==> src/rtl/crossbar_switch_allocator.sv <==
// Switch allocator and sequencer for a 5-port (N,S,W,E,L) crossbar.
// Each output port runs a small IDLE/BUSY FSM with a round-robin pointer. Once
// an input wins an output, the path stays locked until that input's tail flit
// has crossed. While the path is locked, the module drives the demux/mux select
// lines and the per-flit grant/valid strobes.
// Direction encoding: N=0, S=1, W=2, E=3, L=4.
module crossbar_switch_allocator #(
  parameter int NPORTS = 5,
  parameter int SEL_W  = 3
) (
  input  logic             clk_i,
  input  logic             rst_i,
  input  logic             n_req_i,
  input  logic             s_req_i,
  input  logic             w_req_i,
  input  logic             e_req_i,
  input  logic             l_req_i,
  input  logic [SEL_W-1:0] n_dst_i,
  input  logic [SEL_W-1:0] s_dst_i,
  input  logic [SEL_W-1:0] w_dst_i,
  input  logic [SEL_W-1:0] e_dst_i,
  input  logic [SEL_W-1:0] l_dst_i,
  input  logic             n_tail_i,
  input  logic             s_tail_i,
  input  logic             w_tail_i,
  input  logic             e_tail_i,
  input  logic             l_tail_i,
  input  logic             n_out_rdy_i,
  input  logic             s_out_rdy_i,
  input  logic             w_out_rdy_i,
  input  logic             e_out_rdy_i,
  input  logic             l_out_rdy_i,
  output logic             n_gnt_o,
  output logic             s_gnt_o,
  output logic             w_gnt_o,
  output logic             e_gnt_o,
  output logic             l_gnt_o,
  output logic [SEL_W-1:0] n_cs_sel_demux_o,
  output logic [SEL_W-1:0] s_cs_sel_demux_o,
  output logic [SEL_W-1:0] w_cs_sel_demux_o,
  output logic [SEL_W-1:0] e_cs_sel_demux_o,
  output logic [SEL_W-1:0] l_cs_sel_demux_o,
  output logic [SEL_W-1:0] n_cs_sel_mux_o,
  output logic [SEL_W-1:0] s_cs_sel_mux_o,
  output logic [SEL_W-1:0] w_cs_sel_mux_o,
  output logic [SEL_W-1:0] e_cs_sel_mux_o,
  output logic [SEL_W-1:0] l_cs_sel_mux_o,
  output logic             n_out_vld_o,
  output logic             s_out_vld_o,
  output logic             w_out_vld_o,
  output logic             e_out_vld_o,
  output logic             l_out_vld_o
);

  typedef enum logic {
    ST_IDLE = 1'b0,
    ST_BUSY = 1'b1
  } state_t;

  // Port-indexed views of the per-direction ports (index = direction code)
  logic              req_arr       [NPORTS];
  logic [SEL_W-1:0]  dst_arr       [NPORTS];
  logic              tail_arr      [NPORTS];
  logic              rdy_arr       [NPORTS];

  // Per-input state exported from the input slices
  logic              busy_arr      [NPORTS];
  logic              gnt_arr       [NPORTS];
  logic [SEL_W-1:0]  sel_demux_arr [NPORTS];

  // Per-output state exported from the output slices; *_mat[o][x] refers to input x
  logic [NPORTS-1:0] own_mat       [NPORTS];
  logic [NPORTS-1:0] alloc_mat     [NPORTS];
  logic              xfer_arr      [NPORTS];
  logic              rel_arr       [NPORTS];
  logic [SEL_W-1:0]  sel_mux_arr   [NPORTS];

  assign req_arr[0]  = n_req_i;
  assign req_arr[1]  = s_req_i;
  assign req_arr[2]  = w_req_i;
  assign req_arr[3]  = e_req_i;
  assign req_arr[4]  = l_req_i;
  assign dst_arr[0]  = n_dst_i;
  assign dst_arr[1]  = s_dst_i;
  assign dst_arr[2]  = w_dst_i;
  assign dst_arr[3]  = e_dst_i;
  assign dst_arr[4]  = l_dst_i;
  assign tail_arr[0] = n_tail_i;
  assign tail_arr[1] = s_tail_i;
  assign tail_arr[2] = w_tail_i;
  assign tail_arr[3] = e_tail_i;
  assign tail_arr[4] = l_tail_i;
  assign rdy_arr[0]  = n_out_rdy_i;
  assign rdy_arr[1]  = s_out_rdy_i;
  assign rdy_arr[2]  = w_out_rdy_i;
  assign rdy_arr[3]  = e_out_rdy_i;
  assign rdy_arr[4]  = l_out_rdy_i;

  // ---------------------------------------------------------------------------
  // Output slices: one arbiter + packet-lock FSM per output port
  // ---------------------------------------------------------------------------
  genvar gi;
  generate
    for (gi = 0; gi < NPORTS; gi++) begin : g_out
      state_t            state_reg, state_next;
      logic [SEL_W-1:0]  owner_reg, owner_next;
      logic [SEL_W-1:0]  rr_ptr_reg, rr_ptr_next;
      logic [SEL_W-1:0]  winner;
      logic [SEL_W-1:0]  sel_mux;
      logic [NPORTS-1:0] elig;
      logic [NPORTS-1:0] own_vec;
      logic [NPORTS-1:0] alloc_vec;
      logic              found;
      logic              own_req;
      logic              own_tail;
      logic              xfer;
      logic              rel;

      // Eligible requesters: destination matches, input not locked elsewhere, no
      // U-turn. A destination code of 101..111 can never match an output index.
      always_comb begin
        elig = '0;
        for (int x = 0; x < NPORTS; x++) begin
          elig[x] = req_arr[x] && (dst_arr[x] == SEL_W'(gi)) && !busy_arr[x] && (x != gi);
        end
      end

      // Round-robin pick: first eligible input scanning cyclically from rr_ptr
      always_comb begin
        found  = 1'b0;
        winner = '0;
        for (int k = 0; k < NPORTS; k++) begin
          if (!found && elig[(int'(rr_ptr_reg) + k) % NPORTS]) begin
            found  = 1'b1;
            winner = SEL_W'((int'(rr_ptr_reg) + k) % NPORTS);
          end
        end
      end

      // Live request/tail of the current owner of this output
      always_comb begin
        own_req  = 1'b0;
        own_tail = 1'b0;
        for (int x = 0; x < NPORTS; x++) begin
          if (owner_reg == SEL_W'(x)) begin
            own_req  = req_arr[x];
            own_tail = tail_arr[x];
          end
        end
      end

      assign xfer = (state_reg == ST_BUSY) && own_req && rdy_arr[gi];
      assign rel  = xfer && own_tail;

      // State register: FSM state, owner and round-robin pointer
      always_ff @(posedge clk_i) begin
        if (rst_i) begin
          state_reg  <= ST_IDLE;
          owner_reg  <= '0;
          rr_ptr_reg <= '0;
        end else begin
          state_reg  <= state_next;
          owner_reg  <= owner_next;
          rr_ptr_reg <= rr_ptr_next;
        end
      end

      // Next state: allocate when idle, release when the tail flit crosses
      always_comb begin
        state_next  = state_reg;
        owner_next  = owner_reg;
        rr_ptr_next = rr_ptr_reg;
        case (state_reg)
          ST_IDLE: begin
            if (found) begin
              state_next = ST_BUSY;
              owner_next = winner;
            end
          end
          ST_BUSY: begin
            if (rel) begin
              state_next  = ST_IDLE;
              owner_next  = '0;
              rr_ptr_next = (owner_reg == SEL_W'(NPORTS - 1)) ? '0 : owner_reg + 1'b1;
            end
          end
          default: state_next = ST_IDLE;
        endcase
      end

      // Outputs: mux select, ownership and allocation one-hots for the input slices
      always_comb begin
        sel_mux   = '0;
        own_vec   = '0;
        alloc_vec = '0;
        if (state_reg == ST_BUSY) begin
          sel_mux = owner_reg;
          for (int x = 0; x < NPORTS; x++) begin
            own_vec[x] = (owner_reg == SEL_W'(x));
          end
        end else if (found) begin
          for (int x = 0; x < NPORTS; x++) begin
            alloc_vec[x] = (winner == SEL_W'(x));
          end
        end
      end

      assign own_mat[gi]     = own_vec;
      assign alloc_mat[gi]   = alloc_vec;
      assign xfer_arr[gi]    = xfer;
      assign rel_arr[gi]     = rel;
      assign sel_mux_arr[gi] = sel_mux;
    end
  endgenerate

  // ---------------------------------------------------------------------------
  // Input slices: busy flag, grant and demux select per input port
  // ---------------------------------------------------------------------------
  generate
    for (gi = 0; gi < NPORTS; gi++) begin : g_in
      logic             busy_reg, busy_next;
      logic             alloc_hit;
      logic             rel_hit;
      logic             gnt_c;
      logic [SEL_W-1:0] demux_c;

      // Collect this input's view across outputs; at most one output owns it
      always_comb begin
        alloc_hit = 1'b0;
        rel_hit   = 1'b0;
        gnt_c     = 1'b0;
        demux_c   = '0;
        for (int o = 0; o < NPORTS; o++) begin
          alloc_hit = alloc_hit | alloc_mat[o][gi];
          rel_hit   = rel_hit | (own_mat[o][gi] & rel_arr[o]);
          gnt_c     = gnt_c | (own_mat[o][gi] & xfer_arr[o]);
          if (own_mat[o][gi]) begin
            demux_c = demux_c | SEL_W'(o);
          end
        end
        busy_next = alloc_hit | (busy_reg & ~rel_hit);
      end

      // Busy flag register: set on allocation, cleared when the tail has crossed
      always_ff @(posedge clk_i) begin
        if (rst_i) begin
          busy_reg <= 1'b0;
        end else begin
          busy_reg <= busy_next;
        end
      end

      assign busy_arr[gi]      = busy_reg;
      assign gnt_arr[gi]       = gnt_c;
      assign sel_demux_arr[gi] = demux_c;
    end
  endgenerate

  assign n_gnt_o          = gnt_arr[0];
  assign s_gnt_o          = gnt_arr[1];
  assign w_gnt_o          = gnt_arr[2];
  assign e_gnt_o          = gnt_arr[3];
  assign l_gnt_o          = gnt_arr[4];
  assign n_cs_sel_demux_o = sel_demux_arr[0];
  assign s_cs_sel_demux_o = sel_demux_arr[1];
  assign w_cs_sel_demux_o = sel_demux_arr[2];
  assign e_cs_sel_demux_o = sel_demux_arr[3];
  assign l_cs_sel_demux_o = sel_demux_arr[4];
  assign n_cs_sel_mux_o   = sel_mux_arr[0];
  assign s_cs_sel_mux_o   = sel_mux_arr[1];
  assign w_cs_sel_mux_o   = sel_mux_arr[2];
  assign e_cs_sel_mux_o   = sel_mux_arr[3];
  assign l_cs_sel_mux_o   = sel_mux_arr[4];
  assign n_out_vld_o      = xfer_arr[0];
  assign s_out_vld_o      = xfer_arr[1];
  assign w_out_vld_o      = xfer_arr[2];
  assign e_out_vld_o      = xfer_arr[3];
  assign l_out_vld_o      = xfer_arr[4];

endmodule

==> config.mk <==
export PLATFORM = sky130hd
export DESIGN_NAME = crossbar_switch_allocator
export DESIGN_NICKNAME = d
export VERILOG_FILES = /design/src/rtl/crossbar_switch_allocator.sv
export SDC_FILE = /design/constraint.sdc
export NUM_CORES = 1
export LEC_CHECK = 0
export CAP_MARGIN = 20
export CORE_UTILIZATION = 65
export DETAILED_ROUTE_END_ITERATION = 10
export DONT_BUFFER_PORTS = 1
export GPL_ROUTABILITY_DRIVEN = 0
export PLACE_DENSITY = 0.79
export SYNTH_ARGS = -nofsm -noshare
export SYNTH_HDL_FRONTEND = slang
export SYNTH_SLANG_ARGS = --single-unit
==> constraint.sdc <==
create_clock -name clk_i -period 5.82 [get_ports clk_i]
set_input_delay 1.164 -clock clk_i [delete_from_list [all_inputs] [get_ports clk_i]]
set_output_delay 1.164 -clock clk_i [all_outputs]
set_load 0.01 [all_outputs]
==> results.yml, run 1 <==
placed_design:
  placed_cell_area_sq_um: 10600
  port_buffers: 0
  dp_slack_ps: 676
  hpwl_microns: 24100
sta:
  hold_viol: 0
  grt_setup_unrepaired: "no"
  max_slew_margin: 0.302
  holdWs_ps: 516
  skew_ps: 7.62
  drv_slew: 0
  worst_pin_slew_ps: 1040
  final.min_clock_period_ps: 5170
  tns_ps: 0
  worst_slack_ps: 650
  max_clock_freq_mhz: 193
  finalCritPeriodShare: 0.888
  setup_viol: 0
global_routing:
  grt_max_degree: 41
  overflow: 0
  gr-usage-all-layers: 0.359
  grt_pass1_wl_microns: 49200
  grt_pass1_vias: 9967
  antenna_found_initial: 0
critical_path:
  crit_path_start: "g_out[1].rr_ptr_reg[1]"
  critPathMaxFanout: 10
  rr_startpoint: "g_out[1].rr_ptr_reg[1]"
  crit_path_start_kind: "flip-flop"
  arrival_ps: 5380
  critical_path_class: "flip-flop to flip-flop"
  cp-end-kind: "flip-flop"
  reg2reg_to: "g_in[2].busy_reg"
  crit_end: "g_in[2].busy_reg"
  required_ps: 6030
  r2r_cells: 19
  r2r_slack_ps: 650
cts:
  cts_num_sinks: 40
  root_buffer: "clkbuf_16"
  cts.clk_slew.worst_paths_ps: 60
  max-clock-path-buffers: 2
  cts.hold.buffers_added: 0
  numCtsBuffers: 5
  htree_levels: 2
  cts_tree: "done"
  clk_latency_ps: 290
  cts_setup_buffers: 0
floorplanning:
  die_y_microns: 129
  fp.dieW_microns: 129
  rows: 46
  coreArea_sq_um: 15800
  io_pins: 72
  start_util: 0.665
  dieArea_sq_um: 16700
final_layout:
  drive_gt1_frac: 0.0561
  diodes: 0
  n_fill_cell: 1410
  final_area_sq_um: 10800
  synthToLayoutAreaGrowth_pct: 2.66
  nNetsFinal: 1615
route:
  route.detailed.drc: 0
  routed-via-count: 11600
  via_per_inst: 6.93
  postRouteAntennaNets: 0
  wl_microns: 31100
  first_pass_iters: 6
  drt_iter0_drc: 1381
  wl_per_cell_microns: 18.5
synth:
  yosys_warnings: 0
  async_reset_ff_frac: 0
  syn_area_per_cell_sq_um: 6.98
  synthDistinctLibCells: 97
  synthFlopType: "dfxtp_1"
  syn_nets: 1662
  syn-cell-area_sq_um: 10500
  ys_seq_area_frac: 0.0760
  synth_cells: 1508
  synth_edf_count: 0
  ys_seq_elements: 40
power:
  swShare: 0.412
  p_clk_frac: 0.256
  leakagePower_nw: 4.40
  pwr-share-comb: 0.475
  netSwitchingPower_uw: 533
  ir_worst_vdd_mv: 0.120
  intPower_uw: 759
  cellPowerDensity_nw_per_um2: 119
  p_seq_frac: 0.269
min_path:
  min_path_type: "flip-flop to flip-flop"
flow_run:
  drv_cap: 0
status:
  status: "completed"
[cell usage after synthesis (12+ instances only)]
library cell / count / area share
nand2_1: 136 / 0.048
ha_1: 120 / 0.14
a21oi_1: 118 / 0.056
nor2_1: 102 / 0.036
inv_1: 90 / 0.032
o21ai_0: 72 / 0.034
nand3_1: 59 / 0.028
clkbuf_1: 50 / 0.018
nor3_1: 50 / 0.024
mux2i_1: 45 / 0.043
dfxtp_1: 40 / 0.076
nor2b_1: 39 / 0.023
and2_1: 37 / 0.022
nand2b_1: 34 / 0.020
xnor2_1: 31 / 0.026
a31oi_1: 27 / 0.016
o211ai_1: 24 / 0.017
a211oi_1: 23 / 0.016
o22ai_1: 20 / 0.012
a21o_1: 16 / 0.011
or2_2: 15 / 0.0089
and3_1: 14 / 0.0083
nand3b_1: 14 / 0.010
o21a_1: 14 / 0.010
or3_1: 14 / 0.0083
a211o_1: 12 / 0.010
a22oi_1: 12 / 0.0086
buf_2: 12 / 0.0057
[critical path, stage by stage, from the launching register on]
cell and delay, ps:
dfxtp_1 520, inv_1 270, ha_1 380, xnor2_1 310
inv_1 190, ha_1 230, nor2_1 170, a21oi_1 150
xnor2_2 270, ha_1 210, nor2b_1 170, nor3_1 80
a211oi_1 470, mux2i_1 300, o22ai_1 140, nand3_1 200
a31oi_1 110, o32ai_1 410, nand4_1 270, a41oi_2 220
[cell usage in the layout (no fill, tap or decap), drive strengths merged, types with 39 or more instances in the layout]
cell | Yosys | final
dfxtp | 40 | 40
o21ai | 78 | 78
nand2 | 136 | 136
inv | 94 | 94
nor2 | 103 | 103
ha | 120 | 120
a21oi | 120 | 120
nor2b | 39 | 39
nor3 | 50 | 50
nand3 | 59 | 59
mux2i | 45 | 45
[worst min path at each step]
stage / start / endpoint / depth (start not counted)
3_5_place_dp: g_out[0].owner_reg[0] / g_out[0].owner_reg[0] / 2
2_1_floorplan: g_out[0].owner_reg[2] / g_out[0].owner_reg[2] / 2
5_1_grt: g_out[0].owner_reg[2] / g_out[0].owner_reg[2] / 2
4_1_cts: g_out[3].owner_reg[1] / g_out[3].owner_reg[1] / 2
3_3_place_gp: g_out[0].owner_reg[0] / g_out[0].owner_reg[0] / 2
6_report: g_out[0].owner_reg[0] / g_out[0].owner_reg[0] / 2
[final cells by class]
cell class | count | area [sq um] | area share
Inverter | 97 | 364 | 0.0337
Tap cell | 216 | 270 | 0.0250
Clock inverter | 2 | 38.8 | 0.00359
Clock buffer | 6 | 139 | 0.0128
Sequential cell | 40 | 801 | 0.0741
Multi-Input combinational cell | 1302 | 9090 | 0.840
Timing Repair Buffer | 15 | 113 | 0.0104
[cells by family (layout without fill, tap and decap cells)]
kind of cell / count (synthesis) / count (layout) / synth area share
compound gates: 495 / 495 / 0.328
xor+xnor: 36 / 36 / 0.0331
fa+ha+maj: 122 / 122 / 0.146
buf+inv: 166 / 120 / 0.0620
flops: 40 / 40 / 0.0760
mux: 53 / 53 / 0.0524
simple gates: 596 / 596 / 0.303
[stage by stage]
stage | utilization | std cells | total power, mW
after floorplan | - | 1508 | 0.816
after global placement | 0.671 | 1670 | 0.931
after detailed placement | 0.671 | 1670 | 0.943
after CTS | 0.683 | 1678 | 1.27
after global routing | 0.683 | 1678 | 1.36
final | 0.683 | 1678 | 1.29
[power groups by stage]
| stage | logic, mW | registers (mW) | clock network [mW] |
|---|---|---|---|
| global route | 0.672 | 0.350 | 0.341 |
| floorplan | 0.488 | 0.329 | 0 |
| finish | 0.613 | 0.348 | 0.331 |
| CTS | 0.597 | 0.345 | 0.329 |
| detailed placement | 0.593 | 0.350 | 0 |
| global placement | 0.582 | 0.349 | 0 |
[repair_timing]
action,in CTS,in global routing
resized for setup,0,2
hold endpoints to repair,0,0
endpoints found under the setup margin,0,5
[layer usage]
| metal | wire (microns) | vias up | global-route usage |
|---|---|---|---|
| li1 | - | 5571 | - |
| met4 | 1370 | 0 | 0.145 |
| met3 | 3180 | 108 | 0.0706 |
| met5 | 0 | - | 0 |
| met2 | 12900 | 586 | 0.543 |
| met1 | 13700 | 5359 | 0.497 |
(Power assumes the default switching activity.)
==> inputs of run 2 (changes only) <==
RECOVER_POWER = 100   (was default)
REMOVE_ABC_BUFFERS = 1   (was default)
SETUP_SLACK_MARGIN = 0.1   (was default)
==> results.yml, run 2 (synthesis results as in run 1) <==
floorplanning:
  start_util: 0.665
  io_pins: 72
  coreArea_sq_um: 15800
  dieArea_sq_um: 16700
  rows: 46
  die_y_microns: 129
  fp.dieW_microns: 129
global_routing:
  overflow: 0
  grt_pass1_vias: 10300
  gr-usage-all-layers: 0.375
  antenna_found_initial: 0
  grt_max_degree: 41
  grt_pass1_wl_microns: 50900
final_layout:
  nNetsFinal: 1619
  layout.cells.non_filler: 1682
  drive_gt1_frac: 0.0566
  n_fill_cell: 1395
  final_common_cell: "nand2_1"
  multi_input_area_sq_um: 9060
  diodes: 0
  regArea_sq_um: 802
  synthToLayoutAreaGrowth_pct: 2.71
  layout_common_cells: "nand2_1 (136), ha_1 (120), a21oi_1 (118)"
flow_run:
  drv_cap: 1
route:
  first_pass_iters: 8
  wl_per_cell_microns: 19.0
  postRouteAntennaNets: 0
  drt_iter0_drc: 1265
  route.detailed.drc: 0
  wl_microns: 32000
  routed-via-count: 11600
  via_per_inst: 6.90
sta:
  drv_slew: 11
  max_slew_margin: -0.0164
  tns_ps: 0
  holdWs_ps: 514
  skew_ps: 6.54
  max_clock_freq_mhz: 189
  hold_viol: 0
  finalCritPeriodShare: 0.910
  setup_viol: 0
  grt_setup_unrepaired: "no"
  final.min_clock_period_ps: 5300
  worst_pin_slew_ps: 1510
min_path:
  min_path_type: "flip-flop to flip-flop"
power:
  leakagePower_nw: 4.40
  ir_worst_vdd_mv: 0.109
  cellPowerDensity_nw_per_um2: 122
cts:
  root_buffer: "clkbuf_16"
  cts.clk_slew.worst_paths_ps: 70
  max-clock-path-buffers: 2
  cts.hold.buffers_added: 0
  numCtsBuffers: 5
  clk_latency_ps: 290
  cts_tree: "done"
  cts_num_sinks: 40
  htree_levels: 2
critical_path:
  worst_path_most_repeated_cell: "ha_1"
  arrival_ps: 5520
  slowest_stage: "a2111oi_0"
  critical_path_class: "flip-flop to flip-flop"
  required_ps: 6040
  cp-end-kind: "flip-flop"
  critPathMaxFanout: 10
  slowest_delay_ps: 700
  crit_path_start_kind: "flip-flop"
  crit_chain: "inv_1, ha_1, xnor2_1, inv_1, ha_1, nor2_1, a21oi_1, xnor2_2, ha_1, nor2b_1, a2111oi_0, a211oi_2, mux2i_1, o22ai_1, nand3_1, o21ai_0, o21ai_0, a2111o_1, a41oi_2"
status:
  status: "complete, but fails checks"
  violations: "capacitance limit, slew limit"
placed_design:
  port_buffers: 0
  dp_cells: 1674
  hpwl_microns: 24600
[run 2: changes by cell type in the layout (fill, tap and decap cells not counted), moves of 2 or more]
cell / before / now
and2_0: 0 / 16
and2_1: 37 / 21
buf_4: 15 / 17
o21ai_0: 72 / 74
o21ai_1: 6 / 4
[run 2: final timing paths]
path / start / end / cells past startpoint / slack (ps)
max: g_out[1].rr_ptr_reg[1] / g_in[0].busy_reg / 19 / 520
min: g_out[0].owner_reg[0] / g_out[0].owner_reg[0] / 2 / 510
max reg2reg: g_out[1].rr_ptr_reg[1] / g_in[0].busy_reg / 19 / 520
min reg2reg: g_out[0].owner_reg[0] / g_out[0].owner_reg[0] / 2 / 510
[run 2: stage by stage]
step           worst slack, ps   util  power, mW  area (sq um)
6_report                   523  0.683       1.31         10800
5_1_grt                    149  0.683       1.38         10800
4_1_cts                    324  0.685       1.29         10800
3_5_place_dp               358  0.673      0.946         10700
3_3_place_gp               520  0.673      0.935         10600
2_1_floorplan              546      -      0.803         10200
[run 2: area by class of cell]
cell class | count | share of cell area
Multi-Input combinational cell | 1302 | 0.838
Sequential cell | 40 | 0.0741
Inverter | 97 | 0.0337
Tap cell | 216 | 0.0250
Clock buffer | 7 | 0.0141
Timing Repair Buffer | 19 | 0.0126
Clock inverter | 1 | 0.00278
[run 2: repair_timing]
action	CTS	global route
resized for setup	0	4
buffers inserted	0	0
setup endpoints to repair	0	7
[run 2: critical path: cells and delay by family, from the launching register on]
kind                     cells  cell delay (ps)
multiplexers                 1              180
XOR/XNOR                     2              520
AND/OR/NAND/NOR              3              550
adder cells (fa/ha/maj)      3              830
flip-flops                   1              470
AO/OA/AOI/OAI                8             2220
buffers and inverters        2              440
[run 2: layer usage]
metal	track usage	part of all wire	vias up
met1	0.470	0.40	5334
met2	0.613	0.44	579
met3	0.0784	0.11	126
li1	-	-	5564
met5	0	0	-
met4	0.178	0.047	0
[run 2: power breakdown]
part / switching (mW) / internal, mW
Combinational: 0.376 / 0.241
Sequential: 0.0459 / 0.301
Clock: 0.124 / 0.226
Total: 0.546 / 0.768
